**src/rtl/dmg_fb_arbiter.sv**
```systemverilog
// rtl/dmg_fb_arbiter.sv - framebuffer RAM arbiter between the LCD pixel fetch and a host port
// LCD byte fetches always win over host accesses; one byte is prefetched per 4-pixel group.
module dmg_fb_arbiter #(
  parameter int FB_BYTES   = 5760,
  parameter int LINE_BYTES = 40
) (
  input  logic        clk_8m,
  input  logic        rst_n,
  input  logic [8:0]  lcd_xpos,
  input  logic [7:0]  lcd_ypos,
  output logic [1:0]  pix_out,
  input  logic        host_req,
  input  logic        host_we,
  input  logic [12:0] host_addr,
  input  logic [7:0]  host_wdata,
  output logic        host_ack,
  output logic [7:0]  host_rdata,
  output logic [12:0] ram_addr,
  output logic        ram_we,
  output logic [7:0]  ram_wdata,
  input  logic [7:0]  ram_rdata,
  output logic        underrun
);

  typedef enum logic [2:0] {IDLE, LCD_RD, LCD_WAIT, HOST_ACC, HOST_WAIT} state_t;

  localparam logic [13:0] FB_LIMIT = 14'(FB_BYTES);
  localparam logic [12:0] LINE_B13 = 13'(LINE_BYTES);

  state_t      r_state;
  state_t      w_state_next;
  logic [8:0]  r_xpos_prev;
  logic [7:0]  r_ypos;
  logic        r_prev_ok;
  logic        r_pending;
  logic [12:0] r_fetch_addr;
  logic [7:0]  r_next_byte;
  logic [7:0]  r_cur_byte;
  logic        r_next_valid;
  logic        r_host_ack;
  logic        r_host_rd;
  logic [12:0] r_ram_addr;
  logic        r_ram_we;
  logic [7:0]  r_ram_wdata;
  logic        r_underrun;

  logic        w_step;
  logic        w_fetch_qual;
  logic        w_disp_step;
  logic        w_oob_ack;
  logic        w_host_in_range;
  logic [8:0]  w_xp4;
  logic [12:0] w_fetch_addr;
  logic [2:0]  w_pix_sel;

  // r_prev_ok keeps the first post-reset cycle from looking like an xpos step
  assign w_step          = r_prev_ok && (lcd_xpos != r_xpos_prev);
  assign w_xp4           = lcd_xpos + 9'd4;
  assign w_fetch_qual    = w_step && (lcd_xpos[1:0] == 2'b00) && (w_xp4 < 9'd160) && (lcd_ypos < 8'd144);
  assign w_disp_step     = w_step && (lcd_xpos[1:0] == 2'b00) && (lcd_xpos < 9'd160) && (lcd_ypos < 8'd144);
  assign w_fetch_addr    = {5'd0, lcd_ypos} * LINE_B13 + {6'd0, w_xp4[8:2]};
  assign w_host_in_range = {1'b0, host_addr} < FB_LIMIT;

  always_comb begin
    w_state_next = r_state;
    w_oob_ack    = 1'b0;
    case (r_state)
      IDLE: begin
        if (r_pending) begin
          w_state_next = LCD_RD;
        end else if (host_req && !r_host_ack) begin
          if (w_host_in_range) w_state_next = HOST_ACC;
          else                 w_oob_ack    = 1'b1;
        end
      end
      LCD_RD:    w_state_next = LCD_WAIT;
      LCD_WAIT:  w_state_next = IDLE;
      HOST_ACC:  w_state_next = HOST_WAIT;
      HOST_WAIT: w_state_next = IDLE;
      default:   w_state_next = IDLE;
    endcase
  end

  always_ff @(posedge clk_8m or negedge rst_n) begin
    if (!rst_n) r_state <= IDLE;
    else        r_state <= w_state_next;
  end

  always_ff @(posedge clk_8m or negedge rst_n) begin
    if (!rst_n) begin
      r_xpos_prev  <= 9'd0;
      r_ypos       <= 8'd0;
      r_prev_ok    <= 1'b0;
      r_pending    <= 1'b0;
      r_fetch_addr <= 13'd0;
    end else begin
      r_xpos_prev <= lcd_xpos;
      r_ypos      <= lcd_ypos;
      r_prev_ok   <= 1'b1;
      if (w_fetch_qual) begin
        r_pending    <= 1'b1;
        r_fetch_addr <= w_fetch_addr;
      end else if (r_state == LCD_RD) begin
        r_pending <= 1'b0;
      end
    end
  end

  // A byte captured in LCD_WAIT on the very step cycle goes straight to the display register
  always_ff @(posedge clk_8m or negedge rst_n) begin
    if (!rst_n) begin
      r_next_byte  <= 8'h00;
      r_cur_byte   <= 8'h00;
      r_next_valid <= 1'b0;
      r_underrun   <= 1'b0;
    end else if (w_disp_step) begin
      r_next_valid <= 1'b0;
      if (r_state == LCD_WAIT) begin
        r_next_byte <= ram_rdata;
        r_cur_byte  <= ram_rdata;
      end else if (r_next_valid) begin
        r_cur_byte <= r_next_byte;
      end else begin
        r_cur_byte <= 8'h00;
        r_underrun <= 1'b1;
      end
    end else if (r_state == LCD_WAIT) begin
      r_next_byte  <= ram_rdata;
      r_next_valid <= 1'b1;
    end
  end

  // RAM controls are registered on state entry so they are stable for the whole access cycle
  always_ff @(posedge clk_8m or negedge rst_n) begin
    if (!rst_n) begin
      r_ram_addr  <= 13'd0;
      r_ram_we    <= 1'b0;
      r_ram_wdata <= 8'h00;
      r_host_ack  <= 1'b0;
      r_host_rd   <= 1'b0;
    end else begin
      r_ram_we   <= 1'b0;
      r_host_ack <= (w_state_next == HOST_WAIT) || w_oob_ack;
      if (w_state_next == LCD_RD) begin
        r_ram_addr <= r_fetch_addr;
      end else if (w_state_next == HOST_ACC) begin
        r_ram_addr <= host_addr;
        r_ram_we   <= host_we;
        r_host_rd  <= !host_we;
        if (host_we) r_ram_wdata <= host_wdata;
      end
    end
  end

  assign w_pix_sel  = {r_xpos_prev[1:0], 1'b0};
  assign pix_out    = ((r_xpos_prev < 9'd160) && (r_ypos < 8'd144)) ? r_cur_byte[w_pix_sel +: 2] : 2'b00;
  assign host_ack   = r_host_ack;
  assign host_rdata = ((r_state == HOST_WAIT) && r_host_rd) ? ram_rdata : 8'h00;
  assign ram_addr   = r_ram_addr;
  assign ram_we     = r_ram_we;
  assign ram_wdata  = r_ram_wdata;
  assign underrun   = r_underrun;

endmodule
```
**config.mk**
```make
export PLATFORM = sky130hd
export DESIGN_NAME = dmg_fb_arbiter
export DESIGN_NICKNAME = d
export VERILOG_FILES = /design/src/rtl/dmg_fb_arbiter.sv
export SDC_FILE = /design/constraint.sdc
export NUM_CORES = 1
export LEC_CHECK = 0
export ABC_AREA = 1
export CAP_MARGIN = 30
export CORE_ASPECT_RATIO = 1.2
export CORE_MARGIN = 4
export CORE_UTILIZATION = 60
export DETAILED_ROUTE_END_ITERATION = 8
export DONT_BUFFER_PORTS = 1
export PLACE_DENSITY = 0.76
export SETUP_SLACK_MARGIN = 0.2
export SKIP_CTS_REPAIR_TIMING = 1
export SLEW_MARGIN = 5
export SYNTH_ARGS = -nofsm -noshare
export SYNTH_HDL_FRONTEND = slang
export SYNTH_SLANG_ARGS = --single-unit
```
**constraint.sdc**
```tcl
create_clock -name clk_8m -period 2.8 [get_ports clk_8m]
set_input_delay 0.42 -clock clk_8m [delete_from_list [all_inputs] [get_ports clk_8m]]
set_output_delay 0.42 -clock clk_8m [all_outputs]
set_load 0.01 [all_outputs]
```
Word level (Yosys, flattened, before mapping)
Cells that the tools add are included.
- bitwise logic cells: 3
- shifts and indexed selects: 1
- multiply operators: 1
- $add $sub $neg: 2
- magnitude comparators: 6
- multiplexer cells: 20
- reductions and logical operators: 20
- equality and inequality tests: 8
- operators by type and width (cell ; number):
    $lt 9x8->1 const B ; 3
    $mux 13 ; 2
    $mux 8 ; 3
    $lt 8x8->1 const B ; 2
    $add 13x7->13 ; 1
    $lt 13x13->1 const B ; 1
    $mul 8x3->10 const B ; 1
    $mux 1 ; 10
    $add 9x3->9 const B ; 1
    $eq 3x2->1 const B ; 3
    $logic_and 1x1->1 ; 9
    $mux 3 ; 3
    $ne 9x9->1 ; 1
    $pmux 3 s3 ; 1
    $shiftx 8x4->2 ; 1
    $eq 3x1->1 const B ; 2
    $eq 3x3->1 const B ; 2
    $reduce_and 3->1 ; 2
    $reduce_bool 2->1 ; 3
    $logic_not 3->1 ; 1
    $not 1->1 ; 3
    $logic_not 1->1 ; 2
    $logic_not 2->1 ; 1
    $mux 2 ; 1
    2 further kinds ; 2
- register bits after elaboration: 77
- output and inout port bits: 34

Logic depth before layout (Yosys ltp)
- word-level depth: 8
- depth in mapped cells: 17

Least setup slack after synthesis
OpenSTA, ideal clock, no wires.
- kind: input-to-reg
- start point: input lcd_xpos[2]
- end point: register r_fetch_addr[11]
- arrival: 2168 ps
- setup time: 117 ps
- stages: 14
- path slack: 515 ps
- required time: 2683 ps
- cell sequence: ha_1 nand3_1 nor2_1 nand2_1 xor2_1 inv_1 ha_1 nand2_1 o21ai_0 nand2_1 nor2_1 nand4_1 nand3_1 nand2_1
- longest elaborated chain between the ends: 5
- ends and longest elaborated chain (item ; line ; text):
    start, declared ; 9 ; input logic [8:0] lcd_xpos,
    branches (longest 5 deep; another with $add 13x7->13) ; -- ;
    end signal, assigned ; 102 ; r_fetch_addr <= w_fetch_addr;
    end, declared ; 36 ; logic [12:0] r_fetch_addr;
Parallel ways; which one is timed is not known.
A chain may end at the register's enable or synchronous reset.

Final worst setup path
Ends and elaborated chain as after synthesis.

==> metrics <==
Mapped Area 3870 um^2; asr flop ratio synth 100%; Total Routing Usage GR 21.6%; Layout area overhead 7.98%; register area 1830 um^2; RSZ-0062 raised after global routing false; H-tree levels 3; VDD IR max 0.000396 V; Placement Setup Slack 0.320 ns; DP HPWL 5.95 mm; Vias per Instance 5.27; post-synth cell types 34; number of routed nets with antenna violations 0; Clock Skews 0.00778 ns; Root Buffer clkbuf_8; Final nets 549; fill count 520; number of global-route vias before repair 2815; Core Region 6170 um^2; Core Rows 31; total negative slack 0 ns; DRC viols 0; fraction of layout cells with a size suffix above 1 5.77%; min cycle time layout 2.14 ns; Syn Area/Cell 8.15 um^2; area of the multi-input gates 1770 um^2; Die H 96.0 um; Ys Warns 0; Worst Slack Setup Final 0.664 ns; ys flop type dfrtp_1; RD Place Congestion 0.863; Yosys reg bits 73; CTS Buf Count 9; Critical Path AT 2.41 ns; Post-synth EDFFs 0; Seq/Total Area, Yosys 47.2%; Critical Path Source Type primary input; CTS tree yes; average wire per standard cell 13.9 um; Worst slew margin 56.5%; Critical Path RT 3.08 ns; Port Buf Inserts 0; DR pass1 iterations 6; Die Width 81.3 um; CP Class primary input to flip-flop; final worst-path cycle share 76.3%; Syn Nets 544; total number of vias 2987; Finish-stage setup viols 0; Final Max Tran Viols 0; I/O pin total 84; largest net degree at the start of global routing 74; P_leak 2.20 nW; Final Hold Viols 0; clk slew on worst S/H paths 0.08 ns; DR iter-0 viols 111; Worst-Skew Late Latency 0.34 ns; initial antenna violation count 0; clock sink count 73; Clock Path Buffers 2; Fmax 0.468 GHz; Slew @ Worst Pin 0.651 ns; initial core utilization 62.8%; GRT overflow 0; ant diodes 0; crit path max fanout 5; status finished, final reports clean; Max-Cap Viols 0; global-route wire length before repair 12.9 mm; Min-Delay Path Class primary input to flip-flop; Post-Syn Instances 475; Crit. End Element flip-flop; Power Dens Cells 866 nW/um^2; final wirelength 7.90 mm; DIE AREA 7810 um^2
cell usage after synthesis (2+ instances only):
cell type,n,area (um^2)
ha_1,17,213
buf_6,2,22.5
nand2_2,2,12.5
o21ai_2,2,17.5
nand4_1,14,87.6
fa_1,2,40.0
inv_1,57,214
xnor2_1,11,96.3
mux2i_1,4,40.0
nand2_1,135,507
nand3_2,2,20.0
nor2_1,48,180
a21oi_1,17,85.1
buf_2,3,15.0
and2_1,8,50.1
nand3_1,23,115
dfrtp_1,73,1830
o21ai_1,10,50.1
o21ai_0,22,110
xor2_1,7,61.3
clkbuf_1,3,11.3
stage by stage:
| step | cells | util (%) | total power, mW | hold WS (ns) | instance area, um^2 |
|---|---|---|---|---|---|
| 3_3_place_gp | 549 | 63.7 | 2.66 | 0.127 | 3930 |
| 3_5_place_dp | 549 | 63.7 | 2.71 | 0.126 | 3930 |
| 2_1_floorplan | 475 | - | 2.48 | 0.124 | 3870 |
| 4_1_cts | 565 | 67.2 | 3.62 | -0.248 | 4140 |
| 6_report | 567 | 67.8 | 3.62 | 0.101 | 4180 |
| 5_1_grt | 567 | 67.8 | 3.89 | 0.0869 | 4180 |
layout by cell type (no fill, tap or decap), types with 4 or more instances in the layout:
master,count
nor2_1,48
ha_1,17
inv_1,57
and2_1,8
clkbuf_8,9
o21ai_1,10
xnor2_1,11
a21oi_1,17
o21ai_0,22
nand2_1,135
dfrtp_1,73
nand4_1,14
mux2i_1,4
xor2_1,7
nand3_1,23
power by group:
| part | switching (mW) | internal, mW | total (mW) | leakage [nW] |
|---|---|---|---|---|
| Sequential | 0.276 | 1.41 | 1.69 | 0.904 |
| Combinational | 0.657 | 0.374 | 1.03 | 1.19 |
| Clock | 0.397 | 0.501 | 0.898 | 0.106 |
state kept, by name, indices dropped and copies added (netlist names):
register and count:
host_ack 1, r_cur_byte 8, r_fetch_addr 13, r_host_rd 1, r_next_byte 8, r_next_valid 1
r_pending 1, r_prev_ok 1, r_state 3, r_xpos_prev 9, r_ypos 4, ram_addr 13
ram_wdata 8, ram_we 1, underrun 1
routing by layer:
layer	GRT usage (%)	vias up	routed length, um
li1	-	1516	-
met1	26.0	1380	3260
met2	37.9	83	4150
met3	3.93	8	385
met4	8.31	0	106
met5	0	-	0
critical path: stages:
cell     delay (ns)
ha_1           0.20
nand3_1        0.12
nor2_1         0.05
nand2_1        0.06
xor2_1         0.21
inv_1          0.07
ha_1           0.35
nand2_1        0.07
o21ai_0        0.24
nand2_1        0.08
nor2_1         0.20
nand3_1        0.11
nand3_1        0.09
nand3_1        0.07
nand2_1        0.07
cells by family after synthesis:
group	Yosys count	share of synthesized area [%]
compound gates	55	7.50
xor+xnor	18	4.07
simple gates	237	26.4
buf+inv	68	7.17
other cells	1	0.0968
mux	4	1.03
fa+ha+maj	19	6.53
flops	73	47.2
cell type report:
type / count / area share [%]
Clock buffer: 9 / 2.96
Clock inverter: 7 / 2.24
Inverter: 59 / 5.30
Multi-Input combinational cell: 334 / 42.3
Sequential cell: 73 / 43.7
Tap cell: 82 / 2.45
Timing Repair Buffer: 3 / 1.08
worst paths after layout:
kind / from / to / slack (ns) / cells past startpoint
worst max-delay path: lcd_xpos[2] / r_fetch_addr[11]$_DFFE_PN0P_ / 0.66 / 15
worst min-delay path: lcd_xpos[1] / r_xpos_prev[1]$_DFF_PN0_ / 0.10 / 0
worst max register to register: host_ack$_DFF_PN0_ / ram_addr[1]$_DFFE_PN0P_ / 0.92 / 9
worst min register to register: r_state[1]$_DFF_PN0_ / r_state[1]$_DFF_PN0_ / 0.49 / 1
max in group asynchronous: rst_n / r_fetch_addr[11]$_DFFE_PN0P_ / 1.90 / 2
min in group asynchronous: rst_n / r_cur_byte[6]$_DFFE_PN0P_ / 0.61 / 2
Power figures use the tool's default switching activity.
